**config.mk**
```make
export PLATFORM = sky130hd
export DESIGN_NAME = zf_symbol_packer
export DESIGN_NICKNAME = d
export VERILOG_FILES = /design/src/rtl/zf_symbol_packer.sv
export SDC_FILE = /design/constraint.sdc
export NUM_CORES = 1
export LEC_CHECK = 0
export BUFFER_PORTS_ARGS = -buffer_cell sky130_fd_sc_hd__buf_2
export CAP_MARGIN = 40
export CORE_ASPECT_RATIO = 1.75
export CORE_MARGIN = 3
export CORE_UTILIZATION = 40
export DETAILED_ROUTE_END_ITERATION = 12
export SLEW_MARGIN = 20
export SYNTH_ARGS = -nofsm -noshare
export SYNTH_HDL_FRONTEND = slang
export SYNTH_SLANG_ARGS = --single-unit
export TNS_END_PERCENT = 50
```
**constraint.sdc**
```tcl
create_clock -name aclk -period 19.4 [get_ports aclk]
set_clock_uncertainty 0.1 [all_clocks]
set_input_delay 1.94 -clock aclk [delete_from_list [all_inputs] [get_ports aclk]]
set_output_delay 1.94 -clock aclk [all_outputs]
set_load 0.03 [all_outputs]
```
**src/rtl/zf_symbol_packer.sv**
```systemverilog
// Packs FFT output samples four-per-beat into OFDM symbols for the equalizer.
// Optional pilot tap on lane 3 of pilot beats is enabled by defining ZF_PILOT_TAP_EN.
//
// state | meaning
// RUN   | accepting samples and packing them into beats
// PAD   | input stalled, emitting zero beats until the symbol is complete
module zf_symbol_packer #(
    parameter int SYM_BEATS   = 256,
    parameter int PILOT_FIRST = 27,
    parameter int PILOT_LAST  = 227
) (
    input  logic         aclk,
    input  logic         areset,
    input  logic [31:0]  s_axis_tdata,
    input  logic         s_axis_tvalid,
    output logic         s_axis_tready,
    input  logic         s_axis_tlast,
    output logic [127:0] m_axis_tdata,
    output logic         m_axis_tvalid,
    input  logic         m_axis_tready,
    output logic         m_axis_tlast,
    output logic [31:0]  m_pilot_tdata,
    output logic         m_pilot_tvalid,
    output logic         frame_err
);

    localparam int BW = (SYM_BEATS > 1) ? $clog2(SYM_BEATS) : 1;
    localparam logic [BW-1:0] LAST_BEAT = BW'(SYM_BEATS - 1);

    typedef enum logic {RUN, PAD} state_t;

    state_t         state, state_nxt;
    logic [1:0]     lane_cnt, lane_nxt;
    logic [BW-1:0]  beat_cnt, beat_nxt;
    logic [31:0]    acc [3];
    logic [1:0]     occ, occ_nxt;
    logic [127:0]   head_data, skid_data;
    logic           head_last, skid_last;

    logic           accept, pop, push, at_last, close_beat, err_event;
    logic [127:0]   push_data;

    assign accept     = s_axis_tvalid & s_axis_tready;
    assign pop        = (occ != 2'd0) & m_axis_tready;
    assign at_last    = (beat_cnt == LAST_BEAT);
    assign close_beat = accept & ((lane_cnt == 2'd3) | s_axis_tlast);
    assign push       = (state == RUN) ? close_beat : (occ != 2'd2);
    assign occ_nxt    = occ + {1'b0, push} - {1'b0, pop};
    // Framing is correct only when tlast coincides exactly with lane 3 of the final beat.
    assign err_event  = close_beat & (s_axis_tlast != ((lane_cnt == 2'd3) & at_last));

    assign m_axis_tvalid = (occ != 2'd0);
    assign m_axis_tdata  = head_data;
    assign m_axis_tlast  = head_last;

    always_comb begin
        push_data = '0;
        if (state == RUN) begin
            for (int i = 0; i < 3; i++) begin
                if (2'(i) < lane_cnt) push_data[32*i +: 32] = acc[i];
            end
            push_data[32*lane_cnt +: 32] = s_axis_tdata;
        end
    end

    always_comb begin
        state_nxt = state;
        lane_nxt  = lane_cnt;
        beat_nxt  = beat_cnt;
        if (state == RUN) begin
            if (close_beat) begin
                lane_nxt = 2'd0;
                beat_nxt = at_last ? '0 : beat_cnt + BW'(1);
                if (s_axis_tlast && !at_last) state_nxt = PAD;
            end else if (accept) begin
                lane_nxt = lane_cnt + 2'd1;
            end
        end else if (push) begin
            beat_nxt = at_last ? '0 : beat_cnt + BW'(1);
            if (at_last) state_nxt = RUN;
        end
    end

    always_ff @(posedge aclk or posedge areset) begin
        if (areset) begin
            state         <= RUN;
            lane_cnt      <= 2'd0;
            beat_cnt      <= '0;
            acc[0]        <= '0;
            acc[1]        <= '0;
            acc[2]        <= '0;
            occ           <= 2'd0;
            head_data     <= '0;
            head_last     <= 1'b0;
            skid_data     <= '0;
            skid_last     <= 1'b0;
            s_axis_tready <= 1'b0;
            frame_err     <= 1'b0;
        end else begin
            state     <= state_nxt;
            lane_cnt  <= lane_nxt;
            beat_cnt  <= beat_nxt;
            occ       <= occ_nxt;
            frame_err <= err_event;
            // Ready is precomputed from next occupancy so it also stays low during reset.
            s_axis_tready <= (occ_nxt != 2'd2) && (state_nxt == RUN);

            if (accept && !close_beat) begin
                case (lane_cnt)
                    2'd0:    acc[0] <= s_axis_tdata;
                    2'd1:    acc[1] <= s_axis_tdata;
                    2'd2:    acc[2] <= s_axis_tdata;
                    default: ;
                endcase
            end

            case (occ)
                2'd0: begin
                    if (push) begin
                        head_data <= push_data;
                        head_last <= at_last;
                    end
                end
                2'd1: begin
                    if (push && pop) begin
                        head_data <= push_data;
                        head_last <= at_last;
                    end else if (push) begin
                        skid_data <= push_data;
                        skid_last <= at_last;
                    end
                end
                default: begin
                    if (pop) begin
                        head_data <= skid_data;
                        head_last <= skid_last;
                    end
                end
            endcase
        end
    end

`ifdef ZF_PILOT_TAP_EN
    localparam logic [BW-1:0] P_FIRST = BW'(PILOT_FIRST);
    localparam logic [BW-1:0] P_LAST  = BW'(PILOT_LAST);

    logic in_pilot;
    assign in_pilot = (beat_cnt >= P_FIRST) && (beat_cnt <= P_LAST);

    always_ff @(posedge aclk or posedge areset) begin
        if (areset) begin
            m_pilot_tvalid <= 1'b0;
            m_pilot_tdata  <= '0;
        end else begin
            m_pilot_tvalid <= push & in_pilot;
            if (push && in_pilot) m_pilot_tdata <= push_data[127:96];
        end
    end
`else
    assign m_pilot_tvalid = 1'b0;
    assign m_pilot_tdata  = '0;
`endif

endmodule

```
==> results.ini, run 1 <==
[routing]
vias=12300
drtPass1Iterations=5
wl_per_cell_um=20.1
drt_wl_total_mm=44.2
drt-vias-per-instance=5.59
drtIter0Drc=894
drc_errors=0
ant_nets=0

[floorplanning]
die-height_um=278
fp-row-count=98
coreArea_um2=41200
die-area_um2=44800
ios=202
die_w_um=161
initial_core_util_pct=40.9

[cts]
ctsResizeCount=0
clk_pin_slew_ps=60
h-tree-depth=2
cts_inserted_buffers=36
ctsRootBufferMaster=clkbuf_16
clk_latency_ps=520
clk_path_buf_depth=3
clock-sinks=369
postCtsSetupBuffers=0
tritoncts=built
hold_buffers=0

[run_status]
status=finished, final reports clean

[global_route]
grt_usage_pct=19.7
grt_first_pass_wirelength_mm=71.0
grt-ovfl-total=0
grt_pass1_vias=12200
antenna_found_initial=2
grt_max_degree=162

[finish]
syn_to_final_growth_pct=14.8
final_nets=1675
drive_gt1_share_pct=21.9
multi_input_area_um2=6710
instances_no_fill=2201
seq_area_um2=9240
final.fill_count=3886

[timing]
period_share_pct=21.5
finalSetupTns_ps=0
hold_slack_ps=375
worst_pin_slew_ps=918
period_minus_slack_ps=4170
finalHoldViolations=0
relSlewSlack_pct=38.8
rsz0062_at_grt=no
setup_viol=0
finalMaxSlewViolations=0
fmax_mhz=240

[synth]
synth_edf_count=0
ys_seq_elements=369
synth_area_um2=16900
syn_inst=1535
synth.distinct_cells=46
postSynthAreaPerCell_um2=11.0
yosys_warnings=0
synth_ff_type=dfrtp_1
yosysSeqAreaShare_pct=54.8
ys_async_sr_fraction_pct=100

[pwr]
powerDensity_nw_per_um2=170
peakVddDrop_mv=0.113
swShare_pct=41.6
p_int_mw=1.92
netSwitchingPower_mw=1.37
leakage_nw=8.42
p_clk_share_pct=21.0
p_seq_share_pct=36.7
p_comb_share_pct=42.4
totalPowerFinal_mw=3.29

[worst_setup_path]
arrival_ps=4430
cp_max_fo=60
required_ps=19670
start_kind=input pin
critPathKind=input pin to flip-flop
cp-end-kind=flip-flop

[min_path]
worstHoldPathType=flip-flop to flip-flop

[place]
numPortBuffers=168
gp_congestion=0.761
hpwl_mm=27.8
dp_cells=2133

[job]
cap_violations=0

==> per-stage QoR <==
stage	setup WS, ps	area, um2	utilization (%)
floorplan	7110	17000	-
global placement	13800	17800	43.1
detailed placement	14070	18100	43.8
CTS	14630	19200	46.6
global route	15050	19400	47.0
finish	15230	19400	47.0
==> state kept, by name, summed over array words and instances (netlist names) <==
signal,flops
m_axis_tdata,128
skid_data,128
acc,96
beat_cnt,8
lane_cnt,2
occ,2
frame_err,1
m_axis_tlast,1
s_axis_tready,1
skid_last,1
state,1
==> cell usage after synthesis, types with 35 or more instances <==
master    count  area, um2
inv_1        38        143
dfrtp_1     369       9230
nor2b_1      35        219
o21a_1      129        968
o311ai_1    119       1040
a22oi_1      64        480
clkbuf_1     77        289
nand2_1     273       1020
o31ai_1     132        991
mux2_2       97       1090
buf_2        52        260
a21oi_1      35        175
==> worst paths after layout <==
kind	to	slack (ps)	startpoint	depth (start not counted)
worst min register to register	skid_data[71]$_DFFE_PP0P_	370	skid_data[71]$_DFFE_PP0P_	2
worst min-delay path	skid_data[71]$_DFFE_PP0P_	370	skid_data[71]$_DFFE_PP0P_	2
worst max-delay path	skid_data[43]$_DFFE_PP0P_	15230	s_axis_tlast	10
worst max register to register	skid_data[43]$_DFFE_PP0P_	15910	lane_cnt[0]$_DFFE_PP0P_	10
min in group asynchronous	m_axis_tdata[42]$_DFFE_PP0P_	1320	areset	2
max in group asynchronous	m_axis_tdata[25]$_DFFE_PP0P_	16040	areset	5
==> worst max-delay path: stages <==
cell,delay (ps)
buf_2,130
o211a_1,280
o21ai_2,270
clkinv_1,280
ha_1,260
nand3b_1,100
buf_4,210
buf_4,470
buf_16,310
o31ai_1,120
==> cells in the final DEF (no fill, tap or decap), drive strengths merged, types with 2 or more instances in the layout <==
cell	instances
mux2	97
clkinv	4
inv	38
nand3b	2
a31oi	2
nand2	273
buf	200
nor2	3
a21oi	35
mux2i	2
ha	11
clkbuf	56
a22oi	64
o21ai	8
xnor2	3
o21a	129
dfrtp	369
nor2b	35
o311ai	128
nand3	4
bufinv	2
and3	2
conb	33
o31ai	132
==> final cells by class <==
| class | count | area share (%) |
|---|---|---|
| multi-input cells | 981 | 34.7 |
| clock buffers | 56 | 5.46 |
| clock inverters | 5 | 0.388 |
| diodes | 1 | 0.0129 |
| well taps | 550 | 3.56 |
| inverters | 39 | 0.795 |
| flip-flops and latches | 369 | 47.7 |
| repair buffers | 200 | 7.36 |
==> power groups by stage <==
stage	Sequential, mW	Clock [mW]	Combinational, mW
floorplan	1.41	0	0.778
global placement	1.23	0	1.29
detailed placement	1.24	0	1.35
CTS	1.23	0.712	1.35
global route	1.24	0.741	1.51
finish	1.20	0.689	1.39
==> kinds of logic (layout without fill, tap and decap cells) <==
| kind of cell | count (synthesis) | in the layout | share of synthesized area (%) |
|---|---|---|---|
| muxes | 99 | 99 | 6.60 |
| and+or+nand+nor | 331 | 331 | 8.34 |
| adders and majority gates | 11 | 11 | 0.816 |
| xor gates and xnor gates | 4 | 4 | 0.208 |
| AOI/OAI and AO/OA | 503 | 503 | 22.8 |
| DFF | 369 | 369 | 54.8 |
| other | 1 | 34 | 0.0222 |
| buffers and inverters | 217 | 300 | 6.44 |
==> metal layers <==
metal	wire length (um)	GRT usage, %	up-vias
met4	1410	6.91	2
li1	-	-	5728
met5	20	0	-
met2	22600	34.3	268
met1	18600	25.2	6231
met3	1660	2.66	64
Power figures use the tool's default switching activity.
==> inputs of run 2 (changes only) <==
--- a/config.mk
+++ b/config.mk
@@ -5,6 +5,7 @@
 export SDC_FILE = /design/constraint.sdc
 export NUM_CORES = 1
 export LEC_CHECK = 0
+export ABC_AREA = 1
 export BUFFER_PORTS_ARGS = -buffer_cell sky130_fd_sc_hd__buf_2
 export CAP_MARGIN = 40
 export CORE_ASPECT_RATIO = 1.75
==> constraint.sdc (replaced) <==
create_clock -name aclk -period 3.8 [get_ports aclk]
set_clock_uncertainty 0.1 [all_clocks]
set_input_delay 0.38 -clock aclk [delete_from_list [all_inputs] [get_ports aclk]]
set_output_delay 0.38 -clock aclk [all_outputs]
set_load 0.03 [all_outputs]
==> results.ini, run 2 <==
[synth]
synth.distinct_cells=33
ys_seq_elements=369
synth_edf_count=0
syn_inst=2120
synth_ff_type=dfrtp_1
yosys_warnings=0
yosysSeqAreaShare_pct=53.7
synth_area_um2=17200
synthTopCellsByCount=nand2_1 (588), dfrtp_1 (369), o21ai_0 (314), nand3_1 (170), nor2_1 (166)
postSynthAreaPerCell_um2=8.12
yosys-top-cells-area=dfrtp_1 (54%), nand2_1 (13%), o21ai_0 (9.1%)
yosys.area.top_type_share_pct=53.7
synth_area_leader_cell=dfrtp_1
synth.most_common_cell=nand2_1
ys_async_sr_fraction_pct=100

[place]
numPortBuffers=168
dp_cells=2727
hpwl_mm=36.2
gp_congestion=0.883
postPlaceCellArea_um2=18400

[cts]
cts_inserted_buffers=35
tritoncts=built
h-tree-depth=2
ctsRootBufferMaster=clkbuf_16
clk_pin_slew_ps=70
postCtsSetupBuffers=0
clk_path_buf_depth=3
ctsResizeCount=0
clk_latency_ps=540
hold_buffers=1
clock-sinks=369

[min_path]
min-delay-start=s_axis_tvalid
hold_depth=3
hold_end=frame_err$_DFF_PP0_
worstHoldPathType=input pin to flip-flop

[pwr]
leakage_nw=9.45
p_int_mw=9.42
p_comb_share_pct=42.5
netSwitchingPower_mw=7.68
swShare_pct=44.9
powerDensity_nw_per_um2=872
totalPowerFinal_mw=17.1
p_clk_share_pct=20.8
p_seq_share_pct=36.7
peakVddDrop_mv=0.405

[timing]
period_minus_slack_ps=3130
finalSetupTns_ps=0
setup_viol=0
fmax_mhz=319
period_share_pct=82.4
rsz0062_at_grt=no
relSlewSlack_pct=41.0
finalHoldViolations=0
finalMaxSlewViolations=0
worst_pin_slew_ps=885

[routing]
drt_wl_total_mm=53.2
wl_per_cell_um=19.1
drc_errors=0
vias=14900
drt-vias-per-instance=5.34
drtIter0Drc=1367
drtPass1Iterations=6
ant_nets=0

[floorplanning]
initial_core_util_pct=40.9
die-height_um=280
die-area_um2=45600
die_w_um=163
ios=202
fp-row-count=99
coreArea_um2=42100

[worst_setup_path]
r2r_setup_slack_ps=670
rr_endpoint=m_axis_tdata[74]$_DFFE_PP0P_
reg2reg_depth=8
cp_max_fo=31
required_ps=4170
critPathKind=flip-flop to flip-flop
worstReg2RegStart=lane_cnt[0]$_DFFE_PP0P_
arrival_ps=3500
start_kind=flip-flop
cp-end-kind=flip-flop

[finish]
postLayoutCellArea_um2=19600
layout_common_cells=nand2_1 (588), dfrtp_1 (367), o21ai_0 (314), nand3_1 (169), buf_2 (168)
final_common_cell=nand2_1
instances_no_fill=2792
post-route-util_pct=46.6
final_nets=2261
syn_to_final_growth_pct=13.9
drive_gt1_share_pct=12.9

[run_status]
status=finished, final reports clean

[global_route]
antenna_found_initial=3
grt_usage_pct=23.3
grt-ovfl-total=0
grt_pass1_vias=14400
grt_max_degree=189
grt_first_pass_wirelength_mm=84.0

[job]
cap_violations=0

[run 2: cell types whose count changed after synthesis, moves of 119 or more]
cell,change
nand2_1,+315
a21oi_1,+127
nor2_1,+163
o31ai_1,-124
nand3_1,+166
o311ai_1,-119
o21ai_0,+307
[run 2: cells by family after synthesis]
kind of cell / share of synthesized area [%]
buf+inv: 6.93
compound gates: 16.2
fa+ha+maj: 0.800
other cells: 0.0218
xor+xnor: 0.153
simple gates: 22.2
flops: 53.7
[run 2: how the worst max path moves through the flow]
stage | from | end | slack (ps) | depth (start not counted)
2_1_floorplan | areset | acc[0]$_DFFE_PP0P_ | -1630 | 1
3_3_place_gp | lane_cnt[0]$_DFFE_PP0P_ | m_axis_tdata[10]$_DFFE_PP0P_ | 700 | 9
3_5_place_dp | lane_cnt[0]$_DFFE_PP0P_ | m_axis_tdata[120]$_DFFE_PP0P_ | 680 | 10
4_1_cts | lane_cnt[0]$_DFFE_PP0P_ | m_axis_tdata[120]$_DFFE_PP0P_ | 650 | 10
5_1_grt | lane_cnt[0]$_DFFE_PP0P_ | skid_data[47]$_DFFE_PP0P_ | 450 | 11
6_report | lane_cnt[0]$_DFFE_PP0P_ | m_axis_tdata[74]$_DFFE_PP0P_ | 670 | 8
[run 2: layer usage]
metal	track usage, %	vias up	routed length (um)
li1	-	7069	-
met1	29.5	7172	21200
met2	39.2	528	26200
met3	3.29	126	2980
met4	11.0	2	2810
met5	0	-	20
[run 2: through the flow]
| step | worst slack [ps] | hold WS, ps |
|---|---|---|
| 2_1_floorplan | -1630 | 348 |
| 3_3_place_gp | 701 | 359 |
| 3_5_place_dp | 676 | 362 |
| 4_1_cts | 655 | 41.1 |
| 5_1_grt | 445 | 79.1 |
| 6_report | 667 | 72.0 |
[run 2: final cells by class]
cell class | count | area (um2)
Multi-Input combinational cell | 1522 | 6930
Fill cell | 4198 | 22500
Tap cell | 555 | 694
Antenna cell | 2 | 5.00
Inverter | 74 | 284
Clock buffer | 52 | 1040
Timing Repair Buffer | 211 | 1330
Sequential cell | 369 | 9240
Clock inverter | 7 | 85.1
[run 2: worst max-delay path, stage by stage, from the launching register on]
cell,delay (ps)
dfrtp_2,780
inv_1,310
ha_2,460
inv_2,80
nor2_4,350
nand2_2,310
o31ai_2,430
nand2_1,100
a21oi_1,140
[run 2: power groups by stage]
stage          combinational [mW]  sequential, mW  clock [mW]
6_report                     7.26            6.28        3.55
5_1_grt                      8.08            6.45        3.80
4_1_cts                      7.26            6.28        3.64
3_5_place_dp                 7.23            6.33           0
3_3_place_gp                 7.09            6.29           0
2_1_floorplan                4.19            7.21           0
